===== config.mk =====
export PLATFORM = sky130hd
export DESIGN_NAME = lfsr_gen
export DESIGN_NICKNAME = d
export VERILOG_FILES = /design/src/rtl/lfsr_gen.sv
export SDC_FILE = /design/constraint.sdc
export NUM_CORES = 1
export LEC_CHECK = 0
export ABC_AREA = 1
export BUFFER_PORTS_ARGS = -buffer_cell sky130_fd_sc_hd__buf_4
export CAP_MARGIN = 20
export CORE_MARGIN = 3
export CORE_UTILIZATION = 53
export CTS_CLUSTER_SIZE = 20
export DETAILED_ROUTE_END_ITERATION = 10
export PLACE_DENSITY = 0.77
export RECOVER_POWER = 50
export SLEW_MARGIN = 20
export SYNTH_ARGS = -nofsm -noshare
export SYNTH_HDL_FRONTEND = slang
export SYNTH_SLANG_ARGS = --single-unit

===== constraint.sdc =====
create_clock -name clk -period 1.65 [get_ports clk]
set_input_delay 0.33 -clock clk [delete_from_list [all_inputs] [get_ports clk]]
set_output_delay 0.33 -clock clk [all_outputs]
set_load 0.01 [all_outputs]

===== src/rtl/lfsr_gen.sv =====
// Galois LFSR with a configurable polynomial and shifts per advance, a stored seed,
// a saturating period counter, a wrap pulse, and recovery from the all-zero state.
module lfsr_gen #(
  parameter int unsigned       WIDTH = 26,
  parameter logic [WIDTH-1:0]  POLY  = 26'h0000183,
  parameter int unsigned       STEPS = 1,
  parameter int unsigned       CNT_W = 32
) (
  input  logic             clk,
  input  logic             rst_n,
  input  logic             en,
  input  logic             load,
  input  logic [WIDTH-1:0] din,
  output logic [WIDTH-1:0] q,
  output logic             wrap,
  output logic [CNT_W-1:0] period,
  output logic             lock_fix
);

  localparam logic [WIDTH-1:0] ONE = WIDTH'(1);

  logic [WIDTH-1:0] seed;
  logic [WIDTH-1:0] q_next;
  logic [CNT_W-1:0] cnt;
  logic             cnt_sat;

  function automatic logic [WIDTH-1:0] advance(input logic [WIDTH-1:0] s);
    logic [WIDTH-1:0] t;
    t = s;
    for (int unsigned i = 0; i < STEPS; i++)
      t = {t[WIDTH-2:0], 1'b0} ^ ({WIDTH{t[WIDTH-1]}} & POLY);
    return t;
  endfunction

  always_comb begin
    q_next  = advance(q);
    cnt_sat = &cnt;
  end

  always_ff @(posedge clk) begin
    if (!rst_n) begin
      q        <= '0;
      seed     <= ONE;
      cnt      <= '0;
      period   <= '0;
      wrap     <= 1'b0;
      lock_fix <= 1'b0;
    end else begin
      wrap     <= 1'b0;
      lock_fix <= 1'b0;
      if (load) begin
        q    <= (din == '0) ? ONE : din;
        seed <= (din == '0) ? ONE : din;
        cnt  <= '0;
      end else if (en) begin
        if (q == '0) begin
          q        <= ONE;
          seed     <= ONE;
          cnt      <= '0;
          lock_fix <= 1'b1;
        end else begin
          q <= q_next;
          if (q_next == seed) begin
            // A saturated count reports all-ones, read as "at least this many".
            wrap   <= 1'b1;
            period <= cnt_sat ? cnt : cnt + CNT_W'(1);
            cnt    <= '0;
          end else if (!cnt_sat) begin
            cnt <= cnt + CNT_W'(1);
          end
        end
      end
    end
  end

endmodule


After elaboration in Yosys (flattened, before gate mapping)
Cells that the tools add are included.
- memory bits (writable): 0
- memories: 0
- logic and storage cells: 35
- ROM bits: 0
- input port bits: 30
- flip-flop bits (word level): 118
- output and inout port bits: 60
- latch bits: 0
- equal/unequal tests: 1
- add/subtract/negate cells: 1
- order comparisons: 0
- multipliers: 0
- shift operators: 0
- div/mod/pow operators: 0
- reductions and logical operators: 10
- muxes and demuxes: 12
- bitwise operators: 5
- operator list (cell ; count):
    26-bit 2-to-1 mux ; 7
    32-bit 2-to-1 mux ; 3
    26-bit zero test ; 2
    32-bit by 1-bit adder with 32-bit output (second input constant) ; 1
    32-bit AND reduction ; 1
    26-bit == test ; 1
    26-bit by 9-bit bitwise XOR with 26-bit output ; 1
    1-bit inverter ; 4
    4-bit AND reduction ; 1
    2-bit nonzero test ; 2
    4-bit OR reduction ; 1
    3-bit OR reduction ; 1
    1-bit 2-to-1 mux ; 2
    2-bit AND reduction ; 1
    2-bit OR reduction ; 1

Depth between registers and ports, before layout
Gate-level depths: netlist of the first run.
- depth after elaboration: 4
- mapped depth: 13

Worst setup path before layout of the first run
Ideal clock, no wire load.
- path type: flip-flop to flip-flop
- start point: register cnt[1]
- end point: register period[1]
- setup time: 0.110 ns
- data required time: 1.540 ns
- slack: -0.063 ns
- stages on the path, launching flop included: 14
- period minus slack after synthesis: 1.713 ns
- arrival: 1.603 ns
- cells stage by stage: dfxtp_1 ha_1 inv_2 nor2_4 nand2_2 nor2_4 nand2_2 buf_6 nand2_1 o21ai_2 inv_2 nand3_1 nand2_1 nor2_1
- longest elaborated chain between the ends: 2
- RTL lines (element ; line ; RTL):
    from (decl) ; 24 ; logic [CNT_W-1:0] cnt;
    from (signal assigned) ; 69 ; cnt <= cnt + CNT_W'(1);
    32-bit by 1-bit adder with 32-bit output / 32-bit AND reduction (equally long branches) ; 66, 37 ;
    32-bit 2-to-1 mux (*) ; n/a ;
    to (signal assigned) ; 66 ; period <= cnt_sat ? cnt : cnt + CNT_W'(1);
    to (decl) ; 16 ; output logic [CNT_W-1:0] period,
Every way passes the cells marked *; elsewhere a longest branch is shown, timed or not.
A chain may end at the register's enable or synchronous reset.

Worst setup path after layout of the first run
- start point: register q[25]
- end point: register period[20]
- longest elaborated chain between the ends: 3
- RTL lines (element ; line ; RTL):
    from (decl) ; 14 ; output logic [WIDTH-1:0] q,
    from (signal assigned) ; 52 ; q <= (din == '0) ? ONE : din;
    from (signal assigned) ; 62 ; q <= q_next;
    26-bit by 9-bit bitwise XOR with 26-bit output / 26-bit zero test (equally long branches) ; 31, 56 ;
    26-bit == test / 1-bit inverter (equally long branches) ; n/a ;
    4-bit AND reduction (no line) (*) ; n/a ;
Marks and branches as above.

==> results.py, run 1 <==
metrics = {
    "yosys": {
        "syn_avg_cell_area_um2": 5.88,
        "synthAdderAreaFrac_pct": 0.182,
        "synth-xor-area-share_pct": 1.91,
        "synth_ff_type": "dfxtp_1",
        "synth_mux_area_share_pct": 0,
        "yosysTopAreaCellShare_pct": 34.4,
        "yosys.area.top_type": "dfxtp_1",
        "yosysWarnings": 0,
        "synth.cells.most_frequent": "410 x nand2_1, 157 x inv_1, 136 x nor2_1",
        "synth_compound_area_share_pct": 5.92,
        "ys_types": 31,
        "synth.area.top_cells": "dfxtp_1 34%, nand2_1 22%, nand3_1 9.1%, inv_1 8.6%, nor2_1 7.4%",
        "synth-edff-count": 0,
        "synth_seq_area_share_pct": 34.4,
        "synth_top_family_by_area": "simple AND/OR/NAND/NOR gates",
        "synthCells": 1169,
        "synth_area_um2": 6870,
        "synth_most_common_cell": "nand2_1",
        "ys_seq_elements": 118,
        "yosys.area_share.simple_pct": 43.8,
        "syn-num-nets": 1200,
        "synthArstFlopShare_pct": 0,
    },
    "timing": {
        "hold_viol_final": 0,
        "setup_slack_ns": -0.122,
        "setup_viol": 64,
        "max_freq_mhz": 564,
        "fin_crit_ns": 1.77,
        "holdWs_ns": 0.192,
        "max-slew-margin-rel_pct": 63.9,
        "rsz0062_at_grt": "yes",
        "finalSetupTns_ns": -3.63,
        "worst_pin_slew_ns": 0.542,
        "clock_skew_ns": 0.00955,
        "slew_violations": 0,
        "period_share_pct": 107,
    },
    "clock_network": {
        "holdBufCountCts": 0,
        "cts.clk_slew.worst_paths_ns": 0.06,
        "clock_latency_ns": 0.43,
        "cts_max_path_buffers": 2,
        "cts.sinks": 118,
        "cts-root-buf": "clkbuf_16",
        "cts_made_buffers": 17,
        "htreeDepth": 4,
        "cts_tree": "done",
    },
    "final_layout": {
        "multi_input_area_um2": 4180,
        "fillers": 829,
        "drive_gt1_share_pct": 33.6,
        "diodes": 0,
        "stdcell_count": 1537,
        "layout.nets": 1387,
        "seq_area_um2": 2430,
        "areaGrowthSynthToFinish_pct": 45.2,
    },
    "critical_path": {
        "r2r_end": "period[20]",
        "crit_required_ns": 2.01,
        "worstSetupPathType": "reg2reg",
        "critPathCaptureType": "flop",
        "r2r_start": "q[25]",
        "path_depth": 13,
        "r2r_slack_ns": -0.12,
        "cp.buffers_inverters": 4,
        "crit_path_cell_trace": "inv_8, nand2_4, nand3_2, buf_6, nand2_1, nor2_2, nand3_1, nor2_2, nand3_4, buf_12, nand2_1, inv_1, nor2_1",
        "critical-path-slowest-cell": "dfxtp_4",
        "crit_start": "q[25]",
        "critPathCapture": "period[20]",
        "cpPeakStageDelay_ns": 0.39,
        "start_kind": "flop",
        "path_max_fanout": 20,
        "arrival_ns": 2.13,
        "reg2regPathDepth": 13,
        "critPathTopFamily": "simple AND/OR/NAND/NOR gates",
    },
    "hold_path": {
        "hold_path.startpoint": "din[15]",
        "min_path_type": "in2reg",
    },
    "routing": {
        "wl_per_cell_um": 16.1,
        "postRouteAntennaNets": 0,
        "drt_pass1_iterations": 6,
        "drtIter0Drc": 883,
        "drc": 0,
        "route.vias.total": 8308,
        "vias_per_cell": 5.41,
        "drt-total-wl_um": 24800,
    },
    "global_routing": {
        "grt_pass1_wl_um": 34400,
        "grt_overflow_total": 0,
        "grt_pass1_vias": 7088,
        "grt_usage_pct": 29.6,
        "antenna_found_initial": 0,
        "grt_max_degree": 42,
    },
    "status": {
        "run_status": "complete, but fails checks",
        "violations": "negative setup slack",
    },
    "floorplan": {
        "initial_core_util_pct": 55.6,
        "die_x_um": 120,
        "core_um2": 12400,
        "ioPinCount": 90,
        "chipHeight_um": 120,
        "die-area_um2": 14400,
        "rows": 40,
    },
    "pwr": {
        "irDropWorstVdd_uv": 816,
        "power_density_nw_per_um2": 761,
        "power_leakage_nw": 4.50,
    },
    "placed_design": {
        "dp_hpwl_um": 14300,
        "post-place-ws_ns": -0.161,
        "io_buffers": 89,
        "gp_congestion": 1.01,
        "place_inst": 1487,
    },
    "run": {
        "drv_cap": 0,
    },
}
timing repair:
item,in CTS,in global routing
gates cloned,2,8
gates resized for setup,56,163
pin swaps,4,14
setup buffers,4,4
setup endpoints to repair,68,72
cell usage in the layout (no fill, tap or decap), drive strengths merged, types with 6 or more instances in the layout:
cell type | Yosys | final
xnor2 | 9 | 9
dfxtp | 118 | 118
inv | 186 | 186
nand4 | 9 | 9
nand3 | 126 | 126
clkbuf | 18 | 25
o21ai | 14 | 14
clkinv | 6 | 13
a31oi | 6 | 6
xor2 | 6 | 6
nor2 | 141 | 141
nor3 | 7 | 7
clkinvlp | 0 | 6
nand2 | 416 | 416
nand3b | 14 | 14
a21oi | 59 | 59
buf | 26 | 206
worst register-to-register path, cell delays in order, from the launching register on:
cell,delay (ns)
dfxtp_4,0.39
inv_8,0.11
nand2_4,0.07
nand3_2,0.08
buf_6,0.10
nand2_1,0.06
nor2_2,0.13
nand3_1,0.10
nor2_2,0.15
nand3_4,0.12
buf_12,0.18
nand2_1,0.07
inv_1,0.04
nor2_1,0.10
flip-flops by register name (all words and copies together) (netlist names):
signal / flops
wrap: 1
seed: 26
period: 32
cnt: 32
lock_fix: 1
q: 26
worst min-delay path by stage:
stage / endpoint / slack [ns] / depth (start not counted)
final: seed[15] / 0.19 / 3
after CTS: seed[15] / 0.19 / 3
after floorplan: seed[9] / 0.45 / 2
after detailed placement: seed[13] / 0.47 / 2
after global routing: seed[1] / 0.20 / 3
after global placement: seed[23] / 0.46 / 2
report_power, final:
group          switching (W)  leakage (nW)  internal [W]
Clock                0.00143         0.252       0.00198
Sequential         0.0000917         0.981       0.00293
Combinational       0.000681          3.27      0.000482
layout make-up:
cell class / count / share of cell area [%]
inverters: 192 / 7.35
flip-flops and latches: 118 / 24.4
clock buffers: 19 / 4.54
well taps: 168 / 2.11
repair buffers: 212 / 18.9
multi-input cells: 815 / 41.9
clock inverters: 13 / 0.840
logic make-up (layout without fill, tap and decap cells):
family | count (synthesis) | count (layout)
flip-flops | 118 | 118
XOR/XNOR | 15 | 15
buffers and inverters | 236 | 436
adder cells (fa/ha/maj) | 1 | 1
AO/OA/AOI/OAI | 79 | 79
AND/OR/NAND/NOR | 720 | 720
metrics by stage:
| step | cell area (um^2) | utilization, % | power, W |
|---|---|---|---|
| floorplan | 6880 | - | 0.00358 |
| CTS | 9200 | 74.5 | 0.00738 |
| finish | 9980 | 80.7 | 0.00759 |
| global placement | 8440 | 68.3 | 0.00399 |
| global route | 9980 | 80.7 | 0.00782 |
| detailed placement | 8440 | 68.3 | 0.00400 |
metal layers:
layer / track usage, % / up-vias / part of all wire, %
met5: 0 / - / 0
met4: 8.73 / 0 / 3.8
met3: 5.66 / 105 / 11
met2: 46.3 / 521 / 45
met1: 41.7 / 3740 / 41
li1: - / 3942 / -
Power figures use the tool's default switching activity.
==> run 2: changes to the inputs <==
ABC_AREA = unset   (was 1)
CELL_PAD_IN_SITES_DETAIL_PLACEMENT = 0   (was unset)
CELL_PAD_IN_SITES_GLOBAL_PLACEMENT = 1   (was unset)
CORE_UTILIZATION = 38   (was 53)
PLACE_DENSITY = unset   (was 0.77)
PLACE_DENSITY_LB_ADDON = 0.1   (was unset)
==> run 2 against run 1 <==
Net effect: utilization shrank 11 points; critical path depth is 4 lower; sequential power hardly changed; maximum frequency is 19% lower; non-clock buffer count grew 94; the flow still finishes with violations (negative setup slack); global-route usage fell by 2.7 points; hold slack worse by 0.019 ns; clock power grew 19%; setup slack worse by 0.42 ns.
==> results.py, run 2 <==
metrics = {
    "global_routing": {
        "grt_pass1_wl_um": 34200,
        "grt_usage_pct": 26.9,
        "grt_max_degree": 62,
        "grt_pass1_vias": 6620,
        "antenna_found_initial": 0,
        "grt_overflow_total": 0,
    },
    "yosys": {
        "ys_types": 55,
        "ys_seq_elements": 118,
        "synthArstFlopShare_pct": 0,
        "synth.cells.most_frequent": "118 x dfxtp_1, 113 x nand2_1, 59 x nor2_1",
        "yosysWarnings": 0,
        "synth-edff-count": 0,
        "syn_avg_cell_area_um2": 8.21,
        "synth_ff_type": "dfxtp_1",
        "yosysTopAreaCellShare_pct": 42.7,
        "yosys.area.top_type": "dfxtp_1",
        "synthCells": 674,
        "synth_area_um2": 5540,
        "synth_seq_area_share_pct": 42.7,
        "syn-num-nets": 705,
        "synth.area.top_cells": "dfxtp_1 43%, nand2_1 7.7%, xor2_1 5.2%, nor2_1 4.0%, nor4_1 3.1%",
        "synth_most_common_cell": "dfxtp_1",
    },
    "clock_network": {
        "cts_max_path_buffers": 2,
        "cts-root-buf": "clkbuf_16",
        "cts.sinks": 118,
        "cts.clk_slew.worst_paths_ns": 0.06,
        "htreeDepth": 4,
        "cts_tree": "done",
        "clock_latency_ns": 0.42,
        "cts_made_buffers": 17,
    },
    "critical_path": {
        "critPathCaptureType": "flop",
        "reg2regPathDepth": 9,
        "crit_required_ns": 2.01,
        "cp.buffers_inverters": 3,
        "critical-path-slowest-cell": "or4_4",
        "start_kind": "flop",
        "path_max_fanout": 5,
        "arrival_ns": 2.56,
        "cp_common_cell": "buf_6",
        "crit_path_cell_trace": "nand4_1, or4_4, buf_8, nor3_4, buf_6, buf_6, nor2_4, nor4b_2, a221o_1",
        "critPathTopFamily": "simple AND/OR/NAND/NOR gates",
        "worstSetupPathType": "reg2reg",
        "cpPeakStageDelay_ns": 0.56,
        "path_depth": 9,
    },
    "final_layout": {
        "utilization_pct": 69.9,
        "diodes": 0,
        "layout_common_cells": "217 x buf_4, 83 x dfxtp_1, 79 x nand2_1, 49 x nor2_1, 33 x nand2_2",
        "areaGrowthSynthToFinish_pct": 77.2,
        "fin_area_um2": 9810,
        "layout.nets": 987,
        "drive_gt1_share_pct": 51.5,
        "stdcell_count": 1149,
        "final_common_cell": "buf_4",
        "top_regs": "cnt (32), period (32)",
    },
    "pwr": {
        "p_total_w": 0.00802,
        "power_density_nw_per_um2": 818,
        "irDropWorstVdd_uv": 736,
        "power_leakage_nw": 3.94,
    },
    "timing": {
        "hold_viol_final": 0,
        "slew_violations": 0,
        "rsz0062_at_grt": "yes",
        "worst_pin_slew_ns": 0.432,
        "period_share_pct": 133,
        "fin_crit_ns": 2.20,
        "max-slew-margin-rel_pct": 71.2,
        "max_freq_mhz": 455,
        "clock_skew_ns": 0.0123,
        "setup_slack_ns": -0.546,
        "setup_viol": 109,
        "finalSetupTns_ns": -40.54,
    },
    "placed_design": {
        "io_buffers": 89,
        "place_inst": 1062,
        "gp_congestion": 1.00,
        "dp_hpwl_um": 14500,
        "place_area_um2": 7760,
    },
    "floorplan": {
        "initial_core_util_pct": 39.4,
        "core_um2": 14000,
        "chipHeight_um": 127,
        "ioPinCount": 90,
        "rows": 43,
        "die-area_um2": 16100,
        "die_x_um": 127,
    },
    "routing": {
        "drt-total-wl_um": 22400,
        "drt_pass1_iterations": 5,
        "wl_per_cell_um": 19.5,
        "vias_per_cell": 5.61,
        "postRouteAntennaNets": 0,
        "route.vias.total": 6448,
        "drc": 0,
        "drtIter0Drc": 388,
    },
    "status": {
        "run_status": "complete, but fails checks",
        "violations": "negative setup slack",
    },
    "hold_path": {
        "min_path_type": "in2reg",
        "holdPathStages": 3,
    },
    "run": {
        "drv_cap": 0,
    },
}
==> run 2: logic make-up after synthesis <==
logic type | share of synthesized area, %
simple gates | 26.5
compound gates | 17.2
flops | 42.7
xor+xnor | 8.07
buf+inv | 3.66
mux | 1.67
fa+ha+maj | 0.226
==> run 2: what timing repair did <==
action / in CTS / in global routing
hold buffers: 0 / 0
gates resized for setup: 132 / 98
cloned: 6 / 4
setup endpoints to repair: 109 / 111
buffers inserted: 31 / 19
pin swaps: 89 / 57
==> run 2: worst paths after layout <==
check             end  slack, ns      from
max           cnt[13]      -0.55   cnt[11]
min          seed[11]       0.17   din[11]
max reg2reg   cnt[13]      -0.55   cnt[11]
min reg2reg  seed[13]       0.47  seed[13]
==> run 2: report_power, final <==
| part | internal, W | switching (W) |
|---|---|---|
| registers | 0.00293 | 0.0000831 |
| clock network | 0.00266 | 0.00141 |
| logic | 0.000468 | 0.000474 |
==> run 2: stage by stage <==
step / setup slack, ns / hold slack [ns]
floorplan: -0.456 / 0.406
global placement: -0.606 / 0.453
detailed placement: -0.563 / 0.458
CTS: -0.479 / 0.182
global route: -0.619 / 0.189
finish: -0.546 / 0.173
==> run 2: final cells by class <==
type	count	area (um^2)
Timing Repair Buffer	306	2630
Clock inverter	11	170
Clock buffer	21	472
Tap cell	180	225
Inverter	7	26.3
Fill cell	1076	4230
Sequential cell	118	2430
Multi-Input combinational cell	506	3860
==> run 2: worst reg2reg max path, cell delays in order, from the launching register on <==
cell     delay [ns]
dfxtp_2        0.34
nand4_1        0.21
or4_4          0.56
buf_8          0.16
nor3_4         0.15
buf_6          0.14
buf_6          0.11
nor2_4         0.04
nor4b_2        0.28
a221o_1        0.15
==> run 2: metal layers <==
| layer | share of wire [%] | up-vias | GRT usage, % |
|---|---|---|---|
| met4 | 3.9 | 0 | 11.7 |
| met5 | 0 | - | 0 |
| li1 | - | 3013 | - |
| met1 | 40 | 3140 | 31.0 |
| met3 | 4.6 | 68 | 4.67 |
| met2 | 52 | 227 | 48.5 |
==> run 3: changes to the inputs <==
CELL_PAD_IN_SITES_DETAIL_PLACEMENT = 2   (was 0)
CELL_PAD_IN_SITES_GLOBAL_PLACEMENT = 2   (was 1)
CORE_UTILIZATION = 30   (was 38)
==> run 3 against run 2 <==
Net effect: hold slack gained 0.020 ns; first-iteration DRC count grew 37%; the run still ends with negative setup slack left; sequential share of layout area shrank 0.62 points; critical path depth is the same; wire length grew 85%; utilization shrank 14 points; total power grew 2.1%; clock skew shrank 0.0010 ns; global-route usage grew 9.5 points.
==> results.py, run 3 (synthesis gave the netlist of run 2 again) <==
metrics = {
    "status": {
        "run_status": "complete, but fails checks",
        "violations": "negative setup slack",
    },
    "timing": {
        "hold_viol_final": 0,
        "max_freq_mhz": 386,
        "worst_pin_slew_ns": 0.553,
        "rsz0062_at_grt": "yes",
        "slew_violations": 0,
        "finalSetupTns_ns": -74.76,
        "holdWs_ns": 0.192,
        "fin_crit_ns": 2.59,
        "setup_slack_ns": -0.942,
        "setup_viol": 110,
        "period_share_pct": 157,
        "clock_skew_ns": 0.0113,
        "max-slew-margin-rel_pct": 63.2,
    },
    "critical_path": {
        "critPathCaptureType": "flop",
        "arrival_ns": 2.94,
        "crit_required_ns": 2.00,
        "start_kind": "flop",
        "worstSetupPathType": "reg2reg",
        "r2r_slack_ns": -0.94,
        "path_max_fanout": 22,
    },
    "global_routing": {
        "grt_pass1_vias": 7795,
        "grt_pass1_wl_um": 53800,
        "grt_usage_pct": 36.4,
        "grt_max_degree": 81,
        "grt_overflow_total": 0,
        "antenna_found_initial": 0,
    },
    "final_layout": {
        "final_common_cell": "buf_4",
        "layout.nets": 972,
        "fillers": 1824,
        "areaGrowthSynthToFinish_pct": 82.0,
        "top_regs": "cnt (32), period (32)",
        "diodes": 0,
        "stdcell_count": 1183,
        "layout_common_cells": "248 x buf_4, 78 x nand2_1, 76 x dfxtp_1, 48 x nor2_1, 36 x dfxtp_2",
        "seq_area_um2": 2430,
        "drive_gt1_share_pct": 58.6,
        "multi_input_area_um2": 4250,
    },
    "routing": {
        "wl_per_cell_um": 35.1,
        "route.vias.total": 7295,
        "drc": 0,
        "drt_pass1_iterations": 6,
        "drt-total-wl_um": 41600,
        "postRouteAntennaNets": 0,
        "drtIter0Drc": 533,
        "vias_per_cell": 6.17,
    },
    "pwr": {
        "power_leakage_nw": 4.10,
        "p_seq_share_pct": 37.3,
        "clkPwrFrac_pct": 47.5,
        "p_total_w": 0.00819,
        "p_switching_w": 0.00244,
        "irDropWorstVdd_uv": 955,
        "pwr-share-comb_pct": 15.3,
        "swShare_pct": 29.8,
        "power_density_nw_per_um2": 813,
        "p_int_w": 0.00575,
    },
    "floorplan": {
        "core_um2": 18000,
        "rows": 49,
        "die-area_um2": 20100,
        "chipHeight_um": 142,
        "ioPinCount": 90,
        "die_x_um": 142,
        "initial_core_util_pct": 30.7,
    },
    "hold_path": {
        "min_path_type": "in2reg",
    },
    "clock_network": {
        "cts-root-buf": "clkbuf_16",
        "cts_max_path_buffers": 2,
        "cts_made_buffers": 17,
        "htreeDepth": 4,
        "cts.clk_slew.worst_paths_ns": 0.06,
        "holdBufCountCts": 0,
        "cts_tree": "done",
        "cts.sinks": 118,
        "clock_latency_ns": 0.45,
    },
    "placed_design": {
        "io_buffers": 89,
        "dp_hpwl_um": 18800,
        "place_inst": 1126,
        "gp_congestion": 0.865,
    },
    "run": {
        "drv_cap": 0,
    },
}
## run 3: final cells by class
cell class,count,share of cell area (%)
Multi-Input combinational cell,506,42.2
Timing Repair Buffer,291,25.0
Sequential cell,118,24.1
Clock buffer,23,4.64
Tap cell,229,2.84
Clock inverter,9,1.01
Inverter,7,0.261
## run 3: final timing paths
path,start,endpoint,cells past startpoint
max,seed[6],period[12],9
min,din[3],seed[3],3
max reg2reg,seed[6],period[12],9
min reg2reg,period[3],period[3],2
## run 3: repair_timing
action / 4_1_cts / 5_1_grt
setup buffers: 15 / 3
gates cloned: 6 / 2
pin swaps: 64 / 36
hold endpoints to repair: 0 / 0
endpoints found under the setup margin: 110 / 109
gates resized for setup: 178 / 107
## run 3: worst max-delay path: stages, from the launching register on
cell      delay, ns
dfxtp_1        0.43
xor2_1         0.15
nor4_1         0.54
nand4_1        0.27
buf_6          0.20
nor4_4         0.19
buf_6          0.20
buf_12         0.17
nor2_1         0.09
a211oi_1       0.23
## run 3: power by group through the flow
stage	clock, W	sequential, W	combinational (W)
detailed placement	0	0.00305	0.000845
finish	0.00389	0.00305	0.00125
floorplan	0	0.00308	0.000321
global placement	0	0.00305	0.000811
CTS	0.00375	0.00302	0.00106
global route	0.00400	0.00305	0.00128
## run 3: metal layers
layer	vias up	global-route usage, %	wire length (um)	share of wire, %
met1	3771	44.8	16500	40
li1	2963	-	-	-
met3	146	8.06	2780	6.7
met2	415	61.5	20200	49
met4	0	14.9	2140	5.1
met5	-	0	0	0
## run 3: per-stage QoR
stage / util, % / setup slack (ns) / cell area, um^2
2_1_floorplan: - / -0.456 / 5830
3_3_place_gp: 44.0 / -0.775 / 7920
3_5_place_dp: 44.0 / -0.930 / 7920
4_1_cts: 52.8 / -0.656 / 9530
5_1_grt: 55.9 / -1.02 / 10100
6_report: 55.9 / -0.942 / 10100
